`src/rtl/led_pkg.sv`:
```
// Shared definitions for the LED pattern sequencer: FSM encoding, playlist
// entry layout and the reset-time playlist contents.
package led_pkg;

  typedef enum logic [1:0] {
    ST_IDLE   = 2'd0,
    ST_RUN    = 2'd1,
    ST_PAUSED = 2'd2
  } state_t;

  localparam int NUM_ENTRIES = 8;
  localparam int IDX_W       = 3;
  localparam int ENTRY_W     = 8;
  localparam int SPEED_BIT   = 7;
  localparam int PAT_LSB     = 4;
  localparam int PAT_W       = 3;
  localparam int DWELL_LSB   = 0;
  localparam int DWELL_W     = 4;

  localparam logic [PAT_W-1:0]   PAT_ALL_OFF = 3'b111;
  localparam logic [DWELL_W-1:0] RESET_DWELL = 4'd5;

  function automatic logic [PAT_W-1:0] entry_pat(input logic [ENTRY_W-1:0] e);
    return e[PAT_LSB +: PAT_W];
  endfunction

  function automatic logic [DWELL_W-1:0] entry_dwell(input logic [ENTRY_W-1:0] e);
    return e[DWELL_LSB +: DWELL_W];
  endfunction

  function automatic logic entry_speed(input logic [ENTRY_W-1:0] e);
    return e[SPEED_BIT];
  endfunction

  // Entries 0..6 show pattern i for 5 ticks; entry 7 is the end-of-list marker.
  function automatic logic [ENTRY_W-1:0] reset_entry(input logic [IDX_W-1:0] i);
    if (i == IDX_W'(NUM_ENTRIES - 1))
      return {1'b0, PAT_ALL_OFF, DWELL_W'(0)};
    return {1'b0, i, RESET_DWELL};
  endfunction

endpackage

```
`src/rtl/btn_debounce.sv`:
```
// Two-flop synchronizer plus stable-level counter; emits a single-cycle pulse
// when a press has been stable for DEB_CYCLES cycles. Releases are silent.
module btn_debounce #(
  parameter int DEB_CYCLES = 50000
) (
  input  logic clk,
  input  logic rst,
  input  logic btn,
  output logic pulse
);

  localparam int CW = (DEB_CYCLES > 1) ? $clog2(DEB_CYCLES) : 1;
  localparam logic [CW-1:0] CNT_LAST = CW'(DEB_CYCLES - 1);

  logic          sync1_reg;
  logic          sync2_reg;
  logic          stable_reg;
  logic [CW-1:0] cnt_reg;

  always_ff @(posedge clk) begin
    if (rst) begin
      sync1_reg  <= 1'b0;
      sync2_reg  <= 1'b0;
      stable_reg <= 1'b0;
      cnt_reg    <= '0;
    end else begin
      sync1_reg <= btn;
      sync2_reg <= sync1_reg;
      if (sync2_reg == stable_reg) begin
        cnt_reg <= '0;
      end else if (cnt_reg == CNT_LAST) begin
        stable_reg <= sync2_reg;
        cnt_reg    <= '0;
      end else begin
        cnt_reg <= cnt_reg + CW'(1);
      end
    end
  end

  // Fires in the cycle where the accepted level is about to flip low->high.
  assign pulse = sync2_reg & ~stable_reg & (cnt_reg == CNT_LAST);

endmodule

```
`src/rtl/led_pattern_sequencer.sv`:
```
// Steps a pattern generator through an 8-entry playlist with per-entry dwell,
// pause and next-entry buttons, and a level start enable.
module led_pattern_sequencer
  import led_pkg::*;
#(
  parameter int TICK_DIV   = 5000000,
  parameter int DEB_CYCLES = 50000
) (
  input  logic       clk,
  input  logic       rst,
  input  logic       start,
  input  logic       btn_next,
  input  logic       btn_pause,
  input  logic       cfg_we,
  input  logic [2:0] cfg_addr,
  input  logic [7:0] cfg_wdata,
  output logic       ena,
  output logic [2:0] pat_sel,
  output logic       speed_sel,
  output logic       pause,
  output logic [2:0] cur_idx,
  output logic       step
);

  localparam int TW = (TICK_DIV > 1) ? $clog2(TICK_DIV) : 1;
  localparam logic [TW-1:0] TICK_LAST = TW'(TICK_DIV - 1);

  logic [ENTRY_W-1:0]     mem [NUM_ENTRIES];
  logic [NUM_ENTRIES-1:0] is_marker;

  state_t             state_reg, state_next;
  logic [IDX_W-1:0]   idx_reg;
  logic [PAT_W-1:0]   pat_reg;
  logic               speed_reg;
  logic [DWELL_W-1:0] dwell_reg;
  logic [TW-1:0]      tick_cnt_reg;
  logic [DWELL_W-1:0] dwell_cnt_reg;
  logic               step_reg;
  logic               ena_reg;
  logic               pause_reg;

  logic               next_pulse;
  logic               pause_pulse;
  logic               load;
  logic [IDX_W-1:0]   load_idx;
  logic [IDX_W-1:0]   adv_idx_raw;
  logic [IDX_W-1:0]   adv_idx;
  logic [ENTRY_W-1:0] load_entry;
  logic               tick_done;
  logic               dwell_done;

  btn_debounce #(.DEB_CYCLES(DEB_CYCLES)) u_deb_next (
    .clk   (clk),
    .rst   (rst),
    .btn   (btn_next),
    .pulse (next_pulse)
  );

  btn_debounce #(.DEB_CYCLES(DEB_CYCLES)) u_deb_pause (
    .clk   (clk),
    .rst   (rst),
    .btn   (btn_pause),
    .pulse (pause_pulse)
  );

  always_ff @(posedge clk) begin
    if (rst) begin
      for (int i = 0; i < NUM_ENTRIES; i++)
        mem[i] <= reset_entry(IDX_W'(i));
    end else if (cfg_we) begin
      mem[cfg_addr] <= cfg_wdata;
    end
  end

  genvar gi;
  generate
    for (gi = 0; gi < NUM_ENTRIES; gi++) begin : g_marker
      assign is_marker[gi] = (entry_dwell(mem[gi]) == '0);
    end
  endgenerate

  // A marker always redirects to entry 0, so one lookahead check suffices.
  assign adv_idx_raw = idx_reg + IDX_W'(1);
  assign adv_idx     = is_marker[adv_idx_raw] ? '0 : adv_idx_raw;
  assign tick_done   = (tick_cnt_reg == TICK_LAST);
  assign dwell_done  = tick_done && (dwell_cnt_reg == dwell_reg - DWELL_W'(1));
  assign load_entry  = mem[load_idx];

  always_comb begin
    state_next = state_reg;
    load       = 1'b0;
    load_idx   = adv_idx;
    case (state_reg)
      ST_IDLE: begin
        if (start && !is_marker[0]) begin
          state_next = ST_RUN;
          load       = 1'b1;
          load_idx   = '0;
        end
      end
      ST_RUN: begin
        if (!start) begin
          state_next = ST_IDLE;
        end else begin
          load = next_pulse | dwell_done;
          if (pause_pulse)
            state_next = ST_PAUSED;
        end
      end
      ST_PAUSED: begin
        if (!start) begin
          state_next = ST_IDLE;
        end else begin
          load = next_pulse;
          if (pause_pulse)
            state_next = ST_RUN;
        end
      end
      default: state_next = ST_IDLE;
    endcase
  end

  always_ff @(posedge clk) begin
    if (rst) begin
      state_reg     <= ST_IDLE;
      idx_reg       <= '0;
      pat_reg       <= PAT_ALL_OFF;
      speed_reg     <= 1'b0;
      dwell_reg     <= '0;
      tick_cnt_reg  <= '0;
      dwell_cnt_reg <= '0;
      step_reg      <= 1'b0;
      ena_reg       <= 1'b0;
      pause_reg     <= 1'b0;
    end else begin
      state_reg <= state_next;
      step_reg  <= load;
      ena_reg   <= (state_next != ST_IDLE);
      pause_reg <= (state_next == ST_PAUSED);
      if (state_next == ST_IDLE) begin
        idx_reg       <= '0;
        pat_reg       <= PAT_ALL_OFF;
        speed_reg     <= 1'b0;
        tick_cnt_reg  <= '0;
        dwell_cnt_reg <= '0;
      end else if (load) begin
        idx_reg       <= load_idx;
        pat_reg       <= entry_pat(load_entry);
        speed_reg     <= entry_speed(load_entry);
        dwell_reg     <= entry_dwell(load_entry);
        tick_cnt_reg  <= '0;
        dwell_cnt_reg <= '0;
      end else if (state_reg == ST_RUN) begin
        if (tick_done) begin
          tick_cnt_reg  <= '0;
          dwell_cnt_reg <= dwell_cnt_reg + DWELL_W'(1);
        end else begin
          tick_cnt_reg <= tick_cnt_reg + TW'(1);
        end
      end
    end
  end

  assign ena       = ena_reg;
  assign pat_sel   = pat_reg;
  assign speed_sel = speed_reg;
  assign pause     = pause_reg;
  assign cur_idx   = idx_reg;
  assign step      = step_reg;

endmodule
```
`config.mk`:
```
export PLATFORM = sky130hd
export DESIGN_NAME = led_pattern_sequencer
export DESIGN_NICKNAME = d
export VERILOG_FILES = /design/src/rtl/led_pkg.sv /design/src/rtl/btn_debounce.sv /design/src/rtl/led_pattern_sequencer.sv
export SDC_FILE = /design/constraint.sdc
export NUM_CORES = 1
export LEC_CHECK = 0
export ABC_AREA = 1
export BUFFER_PORTS_ARGS = -buffer_cell sky130_fd_sc_hd__buf_2
export CAP_MARGIN = 20
export CORE_MARGIN = 1.5
export CORE_UTILIZATION = 62
export DETAILED_ROUTE_END_ITERATION = 10
export PLACE_DENSITY_LB_ADDON = 0.12
export SYNTH_ARGS = -nofsm -noshare
export SYNTH_HDL_FRONTEND = slang
export SYNTH_SLANG_ARGS = --single-unit
export TNS_END_PERCENT = 100
```
`constraint.sdc`:
```
create_clock -name clk -period 2.1 [get_ports clk]
set_input_delay 0 -clock clk [delete_from_list [all_inputs] [get_ports clk]]
set_output_delay 0 -clock clk [all_outputs]
set_load 0.05 [all_outputs]
```
==> qor_table.md, run 1 <==
| Stage | Parameter | Reported |
|---|---|---|
| floorplan | Number of top-level design ports | 27 |
| detailed routing | DRC violations left | 0 |
| synthesis | Synth Net Count | 935 |
| synthesis | Mean instance size in the synthesized netlist | 7.964 um2 |
| detailed routing | Post-DR vias/cell | 5.596 |
| sta | # setup viols final | 0 |
| synthesis | Sequential-to-total area share from yosys stat | 49.11% |
| power and ir drop | Power density of the placed cells | 806.9 mW/mm2 |
| setup path | Critical Path Slowest Stage Cell | sky130_fd_sc_hd__dfxtp_2 |
| power and ir drop | Fraction of power consumed by sequential logic | 44.6% |
| setup path | Cells traversed along the worst timing path | ha_2 -> nand2_1 -> inv_2 -> nand2_2 -> nor2_2 -> nand3_2 -> nand4_1 -> nand3_2 -> buf_4 -> nor2_1 -> nor2_4 -> o21ai_0 -> nor2_1 |
| cts | Sink Count | 145 |
| floorplan | Placeable core area | 0.01137 mm2 |
| detailed routing | Drt wl/cell | 16.04 um |
| setup path | Arrival @ worst endpoint | 2.38 ns |
| power and ir drop | Switching share of total power | 26.54% |
| synthesis | Largest area contributor in the synthesized netlist | sky130_fd_sc_hd__edfxtp_1 |
| global route | Total overflow reported by the global router | 0 |
| power and ir drop | Comb power frac | 13.7% |
| setup path | CP peak stage delay | 0.34 ns |
| placement | Post-detailed-placement half-perimeter wirelength | 12160 um |
| detailed routing | Total Routed Length | 18280 um |
| floorplan | Starting density of the core | 63.46% |
| sta | Final min period | 2.069 ns |
| placement | I/O Buffers | 26 |
| run status | Run status | completed |
| setup path | Worst Reg-to-Reg Cells | 13 |
| synthesis | Post-synthesis instance area | 0.007216 mm2 |
| setup path | Path length in cells of the critical path | 13 |
| cts | TritonCTS clock tree | built |
| synthesis | Synth top area share | 26.63% |
| cts | Root buffer cell | sky130_fd_sc_hd__clkbuf_16 |
| cts | CTS buffer count | 17 |
| cts | Clock input transition at the sequential cells of the worst setup and hold paths | 0.06 ns |
| sta | Aggregate negative setup slack | 0 ns |
| floorplan | Floorplan die width | 110.9 um |
| global route | Vias in the first global route | 6059 |
| setup path | Delay-heaviest family, CP | simple AND/OR/NAND/NOR gates |
| power and ir drop | Maximum ir drop on the vdd rail | 873.6 uV |
| sta | Tightest Pin Transition | 0.3997 ns |
| layout | Most frequent cells in the layout | 180 x sky130_fd_sc_hd__nand2_1, 146 x sky130_fd_sc_hd__nor2_1, 119 x sky130_fd_sc_hd__inv_1 |
| detailed routing | Initial drt markers | 727 |
| setup path | Worst path bufs/invs | 2 |
| setup path | Data required time of the worst path | 2.41 ns |
| sta | Number of hold violations in the final report | 0 |
| setup path | Worst-path fanout max | 7 |
| synthesis | Synth Warn # | 0 |
| synthesis | Post-synthesis instance total | 906 |
| power and ir drop | Total internal power | 5.140 mW |
| global route | Global-route usage over all layers | 29.27% |
| sta | Final Skew | 0.009627 ns |
| detailed routing | Detailed-route via count | 6380 |
| synthesis | Flip-flop and latch count after synthesis | 145 |
| min path | Worst min-delay path category | in2reg |
| synthesis | Biggest area contributors in the synthesized netlist | sky130_fd_sc_hd__edfxtp_1 27%, sky130_fd_sc_hd__dfxtp_1 22%, sky130_fd_sc_hd__nand2_1 9.7%, sky130_fd_sc_hd__nor2_1 8.3%, sky130_fd_sc_hd__inv_1 6.4% |
| cts | Insertion delay of the later-clocked pin in the worst-skew pair | 0.43 ns |
| synthesis | Distinct cells, synth | 44 |
| power and ir drop | Switching power | 1.857 mW |
| synthesis | Number of enable-type register cells in the synthesized netlist | 64 |
| sta | Tcrit/Tclk final | 98.51% |
| layout | Filler cells | 803 |
| power and ir drop | Standby leakage power | 3.363 nW |
| detailed routing | Routed Antenna Nets | 0 |
| detailed routing | First-pass detailed-route iteration total | 8 |
| layout | Inserted Diodes | 0 |
| run | MaxCap Viol Count | 0 |
| sta | Slew Viols, Final | 0 |
| sta | Highest attainable clock frequency | 0.4834 GHz |
| setup path | Crit start category | flop |
| cts | Longest Clk Path Bufs | 2 |
| floorplan | Die area | 0.01229 mm2 |
| global route | Wire length of the first global-routing pass | 28440 um |
| global route | Maximum number of pins on one net before global-route repair | 24 |
| layout | Area added between synthesis and finish | 20.18% |
| layout | Leading cell type in the layout, fill and taps excluded | sky130_fd_sc_hd__nand2_1 |
| floorplan | Num rows | 39 |
| setup path | Class of the most critical setup path | reg2reg |
| synthesis | Prevailing post-synth register cell | sky130_fd_sc_hd__dfxtp_1 |
| sta | Normalized max-slew margin | 73.33% |
| placement | Final Wtd Congestion | 0.9022 |
| layout | Number of flip-flops in the largest register | 64 |
| min path | Worst hold stages | 3 |
| power and ir drop | Power share of the clock group | 41.6% |
| layout | Final #Nets | 1013 |
| synthesis | Fraction of registers with async set/reset | 0% |
| layout | Ratio of cells with drive above 1 in the final layout | 20.36% |
| setup path | Kind of end point of the critical path | flop |
| global route | Initial antenna violation count | 0 |
| cts | H-tree Lvls | 4 |
| floorplan | Die Ht | 110.9 um |
| sta | Hold slack final | 0.01790 ns |
-- metrics by stage --
step / setup slack (ns) / instance area (um2) / utilization, % / std cells / total power, mW
finish: 0.03126 / 8672 / 76.27 / 1140 / 6.998
global route: -0.08255 / 8672 / 76.27 / 1140 / 7.239
CTS: -0.003383 / 8293 / 72.94 / 1126 / 6.904
detailed placement: -0.05219 / 7634 / 67.14 / 1087 / 3.993
global placement: 0.03448 / 7634 / 67.14 / 1087 / 3.967
floorplan: 0.1205 / 7218 / - / 906 / 3.747
-- worst min-delay path, stage by stage --
cell	delay, ns
sky130_fd_sc_hd__buf_2	0.07
sky130_fd_sc_hd__inv_1	0.15
sky130_fd_sc_hd__nand2_1	0.11
-- power groups by stage --
stage / Sequential [mW] / Combinational (mW) / Clock (mW)
after floorplan: 3.19 / 0.553 / 0
after global placement: 3.17 / 0.795 / 0
after detailed placement: 3.17 / 0.819 / 0
after CTS: 3.11 / 0.850 / 2.94
after global routing: 3.13 / 1.05 / 3.06
final: 3.12 / 0.960 / 2.91
-- final timing paths --
check,from,end,slack [ns]
worst max-delay path,u_deb_pause.cnt_reg[0],dwell_reg[3],0.03
worst min-delay path,cfg_wdata[6],mem[6][6],0.02
worst max register to register,u_deb_pause.cnt_reg[0],dwell_reg[3],0.03
worst min register to register,u_deb_next.sync1_reg,u_deb_next.sync2_reg,0.40
-- metal layers --
layer | wire length, um | vias to the layer above | global-route usage, % | part of all wire [%]
met3 | 1085 | 43 | 7.545 | 5.9
met2 | 9168 | 265 | 49.71 | 50
met4 | 462 | 0 | 11.88 | 2.5
met5 | 0 | - | 0 | 0
met1 | 7566 | 2982 | 35.57 | 41
li1 | - | 3090 | - | -
-- logic make-up after synthesis --
kind of cell	after synthesis	synth area share [%]
and+or+nand+nor	510	32.20
DFF	145	49.11
adders and majority gates	12	2.081
buffers and inverters	146	8.323
AOI/OAI and AO/OA	72	5.636
xor gates and xnor gates	21	2.653
-- timing repair --
action | 4_1_cts | 5_1_grt
hold buffers | 6 | 0
setup buffers | 1 | 10
setup endpoints to repair | 31 | 42
gates resized for setup | 5 | 72
pin swaps | 0 | 21
hold endpoints to repair | 11 | 0
gates cloned | 0 | 4
-- cells in the mapped netlist, types with 12 or more instances --
library cell	n
sky130_fd_sc_hd__inv_1	123
sky130_fd_sc_hd__nor2_1	160
sky130_fd_sc_hd__xor2_1	14
sky130_fd_sc_hd__nand4_1	21
sky130_fd_sc_hd__nand2_1	187
sky130_fd_sc_hd__o21ai_0	25
sky130_fd_sc_hd__nor3_1	20
sky130_fd_sc_hd__ha_1	12
sky130_fd_sc_hd__nand3_1	68
sky130_fd_sc_hd__a21oi_1	27
sky130_fd_sc_hd__dfxtp_1	81
sky130_fd_sc_hd__nor2_2	15
sky130_fd_sc_hd__edfxtp_1	64
-- final cells by class --
| class | instances | area [um2] | area share (%) |
|---|---|---|---|
| flip-flops and latches | 145 | 3558 | 41.03 |
| well taps | 143 | 178.9 | 2.063 |
| inverters | 132 | 511.7 | 5.901 |
| clock buffers | 18 | 429.2 | 4.949 |
| repair buffers | 70 | 525.5 | 6.060 |
| multi-input cells | 618 | 3329 | 38.39 |
| clock inverters | 14 | 138.9 | 1.601 |
Power figures use the tool's default switching activity.
==> run 2: changes to the inputs <==
--- a/config.mk
+++ b/config.mk
@@ -9,7 +9,7 @@
 export BUFFER_PORTS_ARGS = -buffer_cell sky130_fd_sc_hd__buf_2
 export CAP_MARGIN = 20
 export CORE_MARGIN = 1.5
-export CORE_UTILIZATION = 62
+export CORE_UTILIZATION = 65
 export DETAILED_ROUTE_END_ITERATION = 10
 export PLACE_DENSITY_LB_ADDON = 0.12
 export SYNTH_ARGS = -nofsm -noshare
==> constraint.sdc (replaced) <==
create_clock -name clk -period 2.4 [get_ports clk]
set_input_delay 0 -clock clk [delete_from_list [all_inputs] [get_ports clk]]
set_output_delay 0 -clock clk [all_outputs]
set_load 0.05 [all_outputs]
==> run 2 against run 1 <==
Effect of this change:
- final cell count is 1.5% lower
- critical path depth is 2 lower
- via count is 1.5% lower
- wire length is 4.7% lower
- clock-buffer cell count stayed put
- die area is 4.5% lower
- critical endpoint is now pat_sel[0]
- largest cell class unchanged
- highest routed layer unchanged
==> qor_table.md, run 2 (synthesis results as in run 1) <==
| Stage | Parameter | Reported |
|---|---|---|
| setup path | Kind of end point of the critical path | flop |
| min path | Worst hold path startpoint | rst |
| placement | Post-detailed-placement half-perimeter wirelength | 12130 um |
| global route | Wire length of the first global-routing pass | 27950 um |
| min path | End point of the most critical hold path | u_deb_pause.sync2_reg |
| sta | Setup repair after global routing missed its margin | no |
| layout | Sequential cell area | 0.003543 mm2 |
| cts | Longest Clk Path Bufs | 2 |
| sta | Normalized max-slew margin | 74.15% |
| setup path | Reg-to-reg startpoint | state_reg[0] |
| setup path | Critical Path Slowest Stage Cell | sky130_fd_sc_hd__dfxtp_1 |
| sta | Aggregate negative setup slack | 0 ns |
| setup path | Class of the most critical setup path | reg2reg |
| layout | Inserted Diodes | 0 |
| layout | Multi-input combinational cell area | 0.003109 mm2 |
| global route | Maximum number of pins on one net before global-route repair | 37 |
| floorplan | Die area | 0.01174 mm2 |
| layout | Ratio of cells with drive above 1 in the final layout | 12.41% |
| layout | Leading cell type in the layout, fill and taps excluded | sky130_fd_sc_hd__nand2_1 |
| floorplan | Number of top-level design ports | 27 |
| global route | Vias in the first global route | 6030 |
| sta | Final min period | 2.239 ns |
| detailed routing | Routed Antenna Nets | 0 |
| sta | Tcrit/Tclk final | 93.30% |
| sta | Number of hold violations in the final report | 0 |
| setup path | Data required time of the worst path | 2.82 ns |
| floorplan | Floorplan die width | 108.4 um |
| cts | H-tree Lvls | 4 |
| layout | Final #Nets | 999 |
| placement | I/O Buffers | 26 |
| cts | Insertion delay of the later-clocked pin in the worst-skew pair | 0.55 ns |
| setup path | Crit start category | flop |
| cts | Clock input transition at the sequential cells of the worst setup and hold paths | 0.06 ns |
| detailed routing | Detailed-route via count | 6284 |
| global route | Total overflow reported by the global router | 0 |
| detailed routing | Drt wl/cell | 15.51 um |
| detailed routing | Post-DR vias/cell | 5.596 |
| setup path | CP peak stage delay | 0.44 ns |
| detailed routing | Initial drt markers | 697 |
| sta | Tightest Pin Transition | 0.3868 ns |
| run status | Run status | completed |
| cts | Sink Count | 145 |
| detailed routing | First-pass detailed-route iteration total | 6 |
| placement | Placed cell count | 1067 |
| layout | Area added between synthesis and finish | 15.74% |
| cts | CTS buffer count | 17 |
| floorplan | Starting density of the core | 66.56% |
| setup path | Arrival @ worst endpoint | 2.66 ns |
| setup path | Worst-path fanout max | 18 |
| placement | Final Wtd Congestion | 0.9603 |
| setup path | Cells traversed along the worst timing path | inv_1 -> ha_1 -> nand3_2 -> nand2_1 -> clkinv_2 -> nand3_4 -> or2_2 -> o211ai_1 -> nand2_1 -> nand2_1 -> nand4_1 |
| layout | Number of flip-flops in the largest register | 64 |
| global route | Initial antenna violation count | 0 |
| detailed routing | DRC violations left | 0 |
| power and ir drop | Maximum ir drop on the vdd rail | 688.6 uV |
| sta | Final Skew | 0.008562 ns |
| setup path | Register-to-register setup slack | 0.16 ns |
| floorplan | Placeable core area | 0.01084 mm2 |
| power and ir drop | Power density of the placed cells | 732.6 mW/mm2 |
| layout | Non-filler instance count after layout | 1123 |
| min path | Worst hold stages | 3 |
| detailed routing | Total Routed Length | 17420 um |
| setup path | End of the worst register-to-register path | pat_sel[0] |
| sta | Slew Viols, Final | 0 |
| floorplan | Die Ht | 108.4 um |
| min path | Worst min-delay path category | in2reg |
| sta | Highest attainable clock frequency | 0.4466 GHz |
| cts | Root buffer cell | sky130_fd_sc_hd__clkbuf_8 |
| setup path | Most prevalent standard cell on the critical path | sky130_fd_sc_hd__nand2_1 |
| power and ir drop | Standby leakage power | 3.260 nW |
| layout | Most frequent cells in the layout | 185 x sky130_fd_sc_hd__nand2_1, 159 x sky130_fd_sc_hd__nor2_1, 123 x sky130_fd_sc_hd__inv_1 |
| run | MaxCap Viol Count | 0 |
| sta | # setup viols final | 0 |
| layout | Filler cells | 763 |
| setup path | Worst Reg-to-Reg Cells | 11 |
| setup path | Critical Path Start | state_reg[0] |
| cts | TritonCTS clock tree | built |
| floorplan | Num rows | 38 |
| global route | Global-route usage over all layers | 31.37% |
## run 2: final cells by class
| type | instances | area share, % |
|---|---|---|
| sequential | 145 | 42.43 |
| multi-input combinational | 616 | 37.23 |
| clock buffer | 18 | 5.004 |
| timing repair buffer | 58 | 5.124 |
| tap | 140 | 2.097 |
| inverter | 132 | 5.978 |
| clock inverter | 14 | 2.142 |
## run 2: worst max-delay path: cells and delay by family (launching register included)
| kind | cells | cell delay, ns |
|---|---|---|
| DFF | 1 | 0.44 |
| adders and majority gates | 1 | 0.26 |
| buffers and inverters | 2 | 0.29 |
| AOI/OAI and AO/OA | 1 | 0.11 |
| and+or+nand+nor | 7 | 1.02 |
## run 2: how the worst max path moves through the flow
stage / to / slack [ns] / cells after the start
floorplan: dwell_reg[2] / 0.23 / 12
global placement: dwell_reg[3] / 0.14 / 15
detailed placement: dwell_reg[3] / 0.11 / 15
CTS: dwell_reg[3] / 0.04 / 15
global route: tick_cnt_reg[22] / 0.005 / 15
finish: pat_sel[0] / 0.16 / 11
## run 2: layer usage
| metal | vias to the layer above | routed length [um] | global-route usage (%) |
|---|---|---|---|
| met4 | 0 | 729 | 16.73 |
| li1 | 3061 | - | - |
| met2 | 262 | 8530 | 54.34 |
| met3 | 70 | 1209 | 6.811 |
| met1 | 2891 | 6949 | 36.30 |
| met5 | - | 0 | 0 |
## run 2: through the flow
step                      area (um2)  util (%)  hold slack [ns]  power [mW]  worst slack, ns
after global routing            8352     77.04           0.4200       6.306         0.005075
after detailed placement        7487     69.07           0.2150       3.431           0.1122
after global placement          7487     69.07           0.2111       3.410           0.1408
after CTS                       8314     76.70           0.3498       6.118          0.03956
final                           8352     77.04           0.3772       6.118           0.1607
after floorplan                 7216         -           0.1070       3.278           0.2309
## run 2: timing repair
item	CTS	global route
gates resized for setup	0	7
setup endpoints to repair	0	33
hold buffers	23	0
buffers inserted	0	0
hold endpoints to repair	73	0
## run 2: where the power goes
group | switching (mW) | internal [mW] | leakage [nW]
registers | 0.0576 | 2.67 | 1.28
clock network | 1.08 | 1.60 | 0.278
logic | 0.482 | 0.228 | 1.70
